[src/rtl/sram_fabric_bridge_if.sv]
// Fabric-side request/response channel of the SRAM bridge.
// The master modport is the fabric logic that issues requests and consumes
// responses; the slave modport is the bridge itself.
interface sram_fabric_bridge_if #(
  parameter int ADDR_WIDTH = 10,
  parameter int DATA_WIDTH = 32
);
  // Request channel
  logic                    req_valid;
  logic                    req_ready;
  logic                    req_we;
  logic [ADDR_WIDTH-1:0]   req_addr;
  logic [DATA_WIDTH-1:0]   req_wdata;
  logic [DATA_WIDTH/8-1:0] req_bmask;

  // Response channel
  logic                    rsp_valid;
  logic                    rsp_ready;
  logic [DATA_WIDTH-1:0]   rsp_rdata;
  logic                    rsp_err;

  modport master (
    output req_valid, req_we, req_addr, req_wdata, req_bmask, rsp_ready,
    input  req_ready, rsp_valid, rsp_rdata, rsp_err
  );

  modport slave (
    input  req_valid, req_we, req_addr, req_wdata, req_bmask, rsp_ready,
    output req_ready, rsp_valid, rsp_rdata, rsp_err
  );
endinterface

[src/rtl/sram_fabric_bridge.sv]
// Bridge between fabric logic and a 1-port SRAM macro.
// One request at a time: it is captured in IDLE, the macro is driven for a
// single ACCESS cycle from registered outputs, reads wait READ_LATENCY cycles
// for A_DOUT and the result is held in RESP until the consumer accepts it.
// Addresses at or above DEPTH never enable the macro; such reads return 0
// with rsp_err set.
module sram_fabric_bridge #(
  parameter int ADDR_WIDTH   = 10,
  parameter int DATA_WIDTH   = 32,
  parameter int DEPTH        = 1024,
  parameter int READ_LATENCY = 1
) (
  input  logic                  UserCLK,
  input  logic                  Reset,
  sram_fabric_bridge_if.slave   bus,
  output logic                  A_MEN,
  output logic                  A_WEN,
  output logic                  A_REN,
  output logic [ADDR_WIDTH-1:0] A_ADDR,
  output logic [DATA_WIDTH-1:0] A_DIN,
  output logic [DATA_WIDTH-1:0] A_BM,
  input  logic [DATA_WIDTH-1:0] A_DOUT
);

  localparam int BYTES = DATA_WIDTH / 8;
  localparam int CNT_W = 2;
  localparam int AW1   = ADDR_WIDTH + 1;

  // One extra bit so DEPTH == 2^ADDR_WIDTH is representable.
  localparam logic [ADDR_WIDTH:0] DEPTH_LIM = AW1'(DEPTH);
  localparam logic [CNT_W-1:0]    CNT_LOAD  = CNT_W'(READ_LATENCY - 1);

  typedef enum logic [1:0] {
    ST_IDLE,
    ST_ACCESS,
    ST_WAIT,
    ST_RESP
  } state_e;

  state_e                state_q, state_d;
  logic                  we_q, we_d;
  logic                  oor_q, oor_d;
  logic [CNT_W-1:0]      cnt_q, cnt_d;
  logic                  men_q, men_d;
  logic                  wen_q, wen_d;
  logic                  ren_q, ren_d;
  logic [ADDR_WIDTH-1:0] addr_q, addr_d;
  logic [DATA_WIDTH-1:0] din_q, din_d;
  logic [DATA_WIDTH-1:0] bm_q, bm_d;
  logic                  rsp_valid_q, rsp_valid_d;
  logic [DATA_WIDTH-1:0] rsp_rdata_q, rsp_rdata_d;
  logic                  rsp_err_q, rsp_err_d;

  logic [DATA_WIDTH-1:0] bm_expand;
  logic                  req_in_range;

  // Widen each byte-enable bit to a full byte of macro bit mask.
  always_comb begin
    bm_expand = '0;
    for (int i = 0; i < BYTES; i++) begin
      bm_expand[i*8 +: 8] = {8{bus.req_bmask[i]}};
    end
  end

  assign req_in_range = ({1'b0, bus.req_addr} < DEPTH_LIM);

  // Next-state and next-output decode for the access sequencer.
  always_comb begin
    // NOTE: every signal assigned here gets a default first; a path that left one
    // unassigned would infer a latch.
    state_d     = state_q;
    we_d        = we_q;
    oor_d       = oor_q;
    cnt_d       = cnt_q;
    men_d       = 1'b0;
    wen_d       = 1'b0;
    ren_d       = 1'b0;
    addr_d      = addr_q;
    din_d       = din_q;
    bm_d        = bm_q;
    rsp_valid_d = rsp_valid_q;
    rsp_rdata_d = rsp_rdata_q;
    rsp_err_d   = rsp_err_q;

    case (state_q)
      ST_IDLE: begin
        // req_ready is 1 in IDLE, so req_valid alone completes the handshake.
        // Macro controls are set here so they are already registered in ACCESS.
        if (bus.req_valid) begin
          state_d = ST_ACCESS;
          we_d    = bus.req_we;
          oor_d   = !req_in_range;
          addr_d  = bus.req_addr;
          din_d   = bus.req_wdata;
          bm_d    = bm_expand;
          men_d   = req_in_range;
          wen_d   = req_in_range & bus.req_we;
          ren_d   = req_in_range & ~bus.req_we;
        end
      end
      ST_ACCESS: begin
        if (we_q) begin
          state_d = ST_IDLE;
        end else begin
          state_d = ST_WAIT;
          cnt_d   = CNT_LOAD;
        end
      end
      ST_WAIT: begin
        if (cnt_q == '0) begin
          state_d     = ST_RESP;
          rsp_valid_d = 1'b1;
          rsp_rdata_d = oor_q ? '0 : A_DOUT;
          rsp_err_d   = oor_q;
        end else begin
          cnt_d = cnt_q - CNT_W'(1);
        end
      end
      ST_RESP: begin
        if (bus.rsp_ready) begin
          state_d     = ST_IDLE;
          rsp_valid_d = 1'b0;
        end
      end
      default: state_d = ST_IDLE;
    endcase
  end

  // State and output registers; synchronous reset returns to IDLE with all outputs low.
  always_ff @(posedge UserCLK) begin
    // NOTE: non-blocking assignments make every flop sample pre-edge values,
    // independent of statement order.
    if (Reset) begin
      state_q     <= ST_IDLE;
      we_q        <= 1'b0;
      oor_q       <= 1'b0;
      cnt_q       <= '0;
      men_q       <= 1'b0;
      wen_q       <= 1'b0;
      ren_q       <= 1'b0;
      addr_q      <= '0;
      din_q       <= '0;
      bm_q        <= '0;
      rsp_valid_q <= 1'b0;
      rsp_rdata_q <= '0;
      rsp_err_q   <= 1'b0;
    end else begin
      state_q     <= state_d;
      we_q        <= we_d;
      oor_q       <= oor_d;
      cnt_q       <= cnt_d;
      men_q       <= men_d;
      wen_q       <= wen_d;
      ren_q       <= ren_d;
      addr_q      <= addr_d;
      din_q       <= din_d;
      bm_q        <= bm_d;
      rsp_valid_q <= rsp_valid_d;
      rsp_rdata_q <= rsp_rdata_d;
      rsp_err_q   <= rsp_err_d;
    end
  end

  assign bus.req_ready = (state_q == ST_IDLE);
  assign bus.rsp_valid = rsp_valid_q;
  assign bus.rsp_rdata = rsp_rdata_q;
  assign bus.rsp_err   = rsp_err_q;

  assign A_MEN  = men_q;
  assign A_WEN  = wen_q;
  assign A_REN  = ren_q;
  assign A_ADDR = addr_q;
  assign A_DIN  = din_q;
  assign A_BM   = bm_q;

endmodule

[src/flat_wrapper.sv]
// flat-port wrapper written by rule: the top's interface ports become plain ports
module sram_fabric_bridge_flat 
#(
  parameter int ADDR_WIDTH   = 10,
  parameter int DATA_WIDTH   = 32,
  parameter int DEPTH        = 1024,
  parameter int READ_LATENCY = 1
)
  (UserCLK, Reset, A_MEN, A_WEN, A_REN, A_ADDR, A_DIN, A_BM, A_DOUT, bus_req_valid, bus_req_we, bus_req_addr, bus_req_wdata, bus_req_bmask, bus_rsp_ready, bus_req_ready, bus_rsp_valid, bus_rsp_rdata, bus_rsp_err);
  sram_fabric_bridge_if #(.ADDR_WIDTH(ADDR_WIDTH), .DATA_WIDTH(DATA_WIDTH)) bus_i ();
  input  logic UserCLK;
  input  logic Reset;
  output logic A_MEN;
  output logic A_WEN;
  output logic A_REN;
  output logic [ADDR_WIDTH-1:0] A_ADDR;
  output logic [DATA_WIDTH-1:0] A_DIN;
  output logic [DATA_WIDTH-1:0] A_BM;
  input  logic [DATA_WIDTH-1:0] A_DOUT;
  input wire logic [$bits(bus_i.req_valid)-1:0] bus_req_valid;
  input wire logic [$bits(bus_i.req_we)-1:0] bus_req_we;
  input wire logic [$bits(bus_i.req_addr)-1:0] bus_req_addr;
  input wire logic [$bits(bus_i.req_wdata)-1:0] bus_req_wdata;
  input wire logic [$bits(bus_i.req_bmask)-1:0] bus_req_bmask;
  input wire logic [$bits(bus_i.rsp_ready)-1:0] bus_rsp_ready;
  output wire logic [$bits(bus_i.req_ready)-1:0] bus_req_ready;
  output wire logic [$bits(bus_i.rsp_valid)-1:0] bus_rsp_valid;
  output wire logic [$bits(bus_i.rsp_rdata)-1:0] bus_rsp_rdata;
  output wire logic [$bits(bus_i.rsp_err)-1:0] bus_rsp_err;
  assign bus_i.req_valid = bus_req_valid;
  assign bus_i.req_we = bus_req_we;
  assign bus_i.req_addr = bus_req_addr;
  assign bus_i.req_wdata = bus_req_wdata;
  assign bus_i.req_bmask = bus_req_bmask;
  assign bus_i.rsp_ready = bus_rsp_ready;
  assign bus_req_ready = bus_i.req_ready;
  assign bus_rsp_valid = bus_i.rsp_valid;
  assign bus_rsp_rdata = bus_i.rsp_rdata;
  assign bus_rsp_err = bus_i.rsp_err;
  sram_fabric_bridge #(.ADDR_WIDTH(ADDR_WIDTH), .DATA_WIDTH(DATA_WIDTH), .DEPTH(DEPTH), .READ_LATENCY(READ_LATENCY)) u_core (.UserCLK(UserCLK), .Reset(Reset), .bus(bus_i), .A_MEN(A_MEN), .A_WEN(A_WEN), .A_REN(A_REN), .A_ADDR(A_ADDR), .A_DIN(A_DIN), .A_BM(A_BM), .A_DOUT(A_DOUT));
endmodule
[config.mk]
export PLATFORM = sky130hd
export DESIGN_NAME = sram_fabric_bridge_flat
export DESIGN_NICKNAME = d
export VERILOG_FILES = /design/src/rtl/sram_fabric_bridge_if.sv /design/src/rtl/sram_fabric_bridge.sv /design/src/flat_wrapper.sv
export SDC_FILE = /design/constraint.sdc
export NUM_CORES = 1
export LEC_CHECK = 0
export CORE_MARGIN = 8
export CORE_UTILIZATION = 41
export CTS_CLUSTER_SIZE = 16
export DETAILED_ROUTE_END_ITERATION = 10
export GPL_TIMING_DRIVEN = 0
export PLACE_DENSITY = 0.94
export RECOVER_POWER = 50
export REMOVE_ABC_BUFFERS = 1
export SLEW_MARGIN = 25
export SYNTH_ARGS = -nofsm -noshare
export SYNTH_HDL_FRONTEND = slang
export SYNTH_SLANG_ARGS = --single-unit
export TNS_END_PERCENT = 30
[constraint.sdc]
create_clock -name UserCLK -period 3.25 [get_ports UserCLK]
set_input_delay 0.4875 -clock UserCLK [delete_from_list [all_inputs] [get_ports UserCLK]]
set_output_delay 0.4875 -clock UserCLK [all_outputs]
set_load 0.01 [all_outputs]
# After elaboration in Yosys (flattened, before gate mapping)
# Cells that the tools add are included.
[totals]
inputBits = 83
word_cells = 46
register_bits = 108
out_inout_bits = 112
[op_classes]
n_reduce_logical = 11
bitwise = 3
addsub = 1
n_mux = 12
eq_ne = 8
[op_table]
columns = ["operator", "count"]
rows = [
  ["$mux 2", 6],
  ["$reduce_and 3->1", 3],
  ["$ne 2x2->1 const B", 4],
  ["$pmux 2 s4", 1],
  ["$eq 2x2->1 const B", 2],
  ["$logic_not 2->1", 2],
  ["$pmux 2 s2", 1],
  ["$reduce_and 2->1", 2],
  ["$reduce_bool 2->1", 2],
  ["$mux 1", 3],
  ["$not 1->1", 3],
  ["$reduce_or 3->1", 1],
  ["$eq 2x1->1 const B", 1],
  ["$ne 2x1->1 const B", 1],
  ["$pmux 1 s2", 1],
  ["$reduce_or 2->1", 1],
  ["$sub 2x1->2 const B", 1],
]

# Longest topological paths before layout
[depth]
word_depth = 3
depth_mapped = 7
depth_no_buf = 5

# Least setup slack after synthesis
# OpenSTA, ideal clock, no wires.
[synth_timing]
path_type = "register -> register"
startpoint = "register u_core.state_q[0]"
endpoint = "register u_core.cnt_q[1]"
path_stages_with_launch = 6
arrival_ns = 1.379
path_buffers = 0
slack_ns = 1.801
synth_period_minus_slack_ns = 1.449
required_ns = 3.180
setup_ns = 0.070
path_cell_list = "dfxtp_1 inv_1 ha_1 a21bo_1 or3_1 a21oi_1"
[synth_via]
elab_chain_len = 3
elab_cells_between_ends = 7
classes_between = "eq/ne: 4; mux: 1; reduce/logical: 2"
[synth_lines]
columns = ["element", "line_no", "source"]
rows = [
  ["start, declared", "sram_fabric_bridge.sv:40", "state_e state_q, state_d;"],
  ["start signal, assigned", "sram_fabric_bridge.sv:148", "state_q <= state_d;"],
  ["$eq 2x2->1 or $eq 2x1->1 (tied branches)", "sram_fabric_bridge.sv:85", "case (state_q)"],
  ["$ne 2x2->1 (no line) or $reduce_bool 2->1 (tied branches)", "--", ""],
  ["$reduce_and 3->1 (no line)", "--", ""],
  ["end signal, assigned", "sram_fabric_bridge.sv:151", "cnt_q <= cnt_d;"],
  ["end, declared", "sram_fabric_bridge.sv:43", "logic [CNT_W-1:0] cnt_q, cnt_d;"],
]
# Several ways; a longest one is shown, not always the timed one.
# A chain may end at the register's enable or synchronous reset.

# Worst setup path in the final report
[layout_timing]
startpoint = "register u_core.state_q[0]"
endpoint = "output bus_req_ready"
[layout_via]
elab_chain_len = 1
[layout_lines]
columns = ["element", "line_no", "source"]
rows = [
  ["$logic_not 2->1", "sram_fabric_bridge.sv:164", "assign bus.req_ready = (state_q == ST_IDLE);"],
  ["end, declared", "flat_wrapper.sv:26", "output wire logic [$bits(bus_i.req_ready)-1:0] bus_req_ready;"],
]
# No other way between the ends.

==> key figures <==
Pwr
  – Pwr dens: 475 mW/mm²
  – VDD IR max: 0.316 mV
  – Leakage power: between 2 and 2.5 nW
  – Overall Power: 0.00254 W

Clock network
  – CTS Hold Bufs: 0
  – Clock Pin Slew Worst Setup and Hold Paths: 0.08 ns
  – Clk Latency, worst-skew pair: 0.33 ns
  – Setup Buffers After CTS: 0
  – CTS root buffer: clkbuf_8
  – TritonCTS Sinks: slightly below 90
  – H-tree levels: 3
  – CTS buffer count: 9
  – CTS resizes: 0
  – CTS tree: built
  – Clk buf depth: 2

Yosys
  – Cells after Synth: 420
  – FFs w/ async S/R, synth: 0%
  – Seq cells post-synth: 87
  – Syn. warnings: 0
  – Post-synthesis sequential area ratio: about half
  – Post-synth EDFFs: 0
  – Count leader, synth: nand2_1
  – Top_reg_cell synth: dfxtp_1
  – Yosys top cell area share: 51.7%
  – Post-synth top area cell: dfxtp_1
  – Synth unique cells: 26
  – Largest cells by area after synthesis: dfxtp_1 (52%), nand2_1 (18%), a21oi_1 (12%)
  – Commonest cells post-synth: nand2_1 (160), dfxtp_1 (87), a21oi_1 (81), buf_4 (36), buf_2 (9)
  – Post-Syn Area per Cell: 8.03 µm²
  – Synthesized cell area: 0.00337 mm²

Timing
  – Max-slew violations: 0
  – Setup violators final: 0
  – Maximum clock rate: 0.480 GHz
  – Slew @ Worst Pin: about 1.0 ns
  – Hold Fails Final Rpt: 0
  – Slew HR: 33.5%
  – Fin crit share: 64.1%
  – Tmin final: 2.08 ns
  – Clock skew: around 0.0086 ns
  – RSZ-0062 raised after global routing: false

Drt
  – Drt drc: 0
  – Drt pass-1 iters: 5
  – Vias/cell: 4.80
  – Via Count: between 3000 and 4000
  – Antenna-violating nets left: 0
  – Drt initial violations: 106
  – Final wirelength: 10.2 mm
  – WL/cell: 15.0 µm

Global routing
  – Gr ovfl total: 0
  – Initial antenna violation count: 0
  – GRT Util Overall: 17.1%
  – Vias in the first global route: 3362
  – Largest net degree at the start of global routing: 47
  – First-pass GRT wire length: 16.1 mm

Hold path
  – Worst Hold Class: reg -> reg
  – Hold Path Cell Cnt: 2

Placement
  – Port bufs: about 190
  – Detailed-placement wirelength estimate: approximately 8 mm
  – RD Place Congestion: ~0.76
  – Post-DP Area: 0.00513 mm²

Worst setup path
  – CP required: 2.76 ns
  – Setup slack, reg-to-reg: 1.33 ns
  – R2r worst-path depth: 5
  – Crit start category: flop
  – Critical path capture point type: output port
  – Crit Path Category: reg -> out
  – Crit path max fanout: 5
  – Worst EP arrival: 1.60 ns

Floorplan
  – Io pins: approximately 200
  – Starting Density: about two fifths
  – Chip Width: 107 µm
  – Die H: approximately 110 µm
  – Core area: 0.00809 mm²
  – FP Rows: 33
  – Die Footprint: 0.0114 mm²

Final layout
  – Reg area: approximately 0.0017 mm²
  – Layout area overhead: 58.2%
  – Area of the multi-input gates: 0.00124 mm²
  – Fin nets: 660
  – Antenna cells: 0
  – Fin area: 0.00533 mm²
  – Fill count: 644
  – Share of layout cells above drive strength 1: 3.30%

Status
  – Status: complete, no violations

Job
  – Max-cap viol count: 0
path summary, 6_finish.rpt:
path	from	end
min	u_core.bus.rsp_rdata[28]	u_core.bus.rsp_rdata[28]
max	u_core.state_q[0]	bus_req_ready
max reg2reg	u_core.state_q[0]	u_core.bus.rsp_rdata[18]
min reg2reg	u_core.bus.rsp_rdata[28]	u_core.bus.rsp_rdata[28]
layout make-up:
class	instances	area share, %
timing repair buffer	196	37.3
sequential	87	32.7
multi-input combinational	272	23.3
clock buffer	11	2.65
tap	105	2.46
clock inverter	4	1.31
inverter	5	0.352
sequential cells by signal, indices dropped and copies added (netlist names), named ones only:
register / cells
u_core.A_ADDR: 10
u_core.A_BM: 4
u_core.A_DIN: 32
u_core.A_MEN: 1
u_core.A_REN: 1
u_core.A_WEN: 1
u_core.bus.rsp_rdata: 32
u_core.bus.rsp_valid: 1
u_core.cnt_q: 2
u_core.state_q: 1
u_core.we_q: 1
metrics by stage:
step	setup TNS [ns]	hold WS, ns	cells	setup slack [ns]	utilization, %
after detailed placement	0	0.446	665	1.33	63.3
final	0	0.452	680	1.17	65.9
after global routing	0	0.482	680	1.09	65.9
after global placement	-9.17	0.441	662	-0.460	62.6
after floorplan	0	0.440	364	1.36	-
after CTS	0	0.456	680	1.12	66.0
report_power, final:
group | internal [W] | leakage [nW] | switching [W] | total (W)
clock | 0.000448 | 0.109 | 0.000355 | 0.000803
combinational | 0.000304 | 1.22 | 0.000250 | 0.000554
sequential | 0.00114 | 0.709 | 0.0000435 | 0.00118
layer usage:
layer | global-route usage (%) | wire length, µm
met1 | 18.0 | 3990
met2 | 29.7 | 4890
met3 | 8.10 | 1190
met4 | 5.13 | 154
met5 | 0 | 0
worst max-delay path, cell delays in order (launching register included):
cell	delay (ns)
dfxtp_1	0.42
inv_1	0.11
ha_1	0.24
clkdlybuf4s50_1	0.50
kinds of logic after synthesis:
group	Yosys count	share of synthesized area, %
AOI/OAI and AO/OA	88	13.5
buffers and inverters	61	11.6
and+or+nand+nor	176	20.6
muxes	1	0.297
other	1	0.111
adders and majority gates	6	2.23
DFF	87	51.7
cell usage in the layout (no fill, tap or decap), types with 2 or more instances in the layout:
master,synthesis,routed
nand2_1,160,160
clkdlybuf4s50_1,0,153
dfxtp_1,87,87
a21oi_1,81,81
dlygate4sd3_1,0,39
clkbuf_8,0,10
ha_1,6,6
inv_1,5,5
nand2b_1,4,4
nor2_1,3,3
buf_12,0,3
and2_0,0,2
or3_1,2,2
o21ai_0,2,2
bufinv_16,0,2
clkinv_2,0,2
Power figures use the tool's default switching activity.
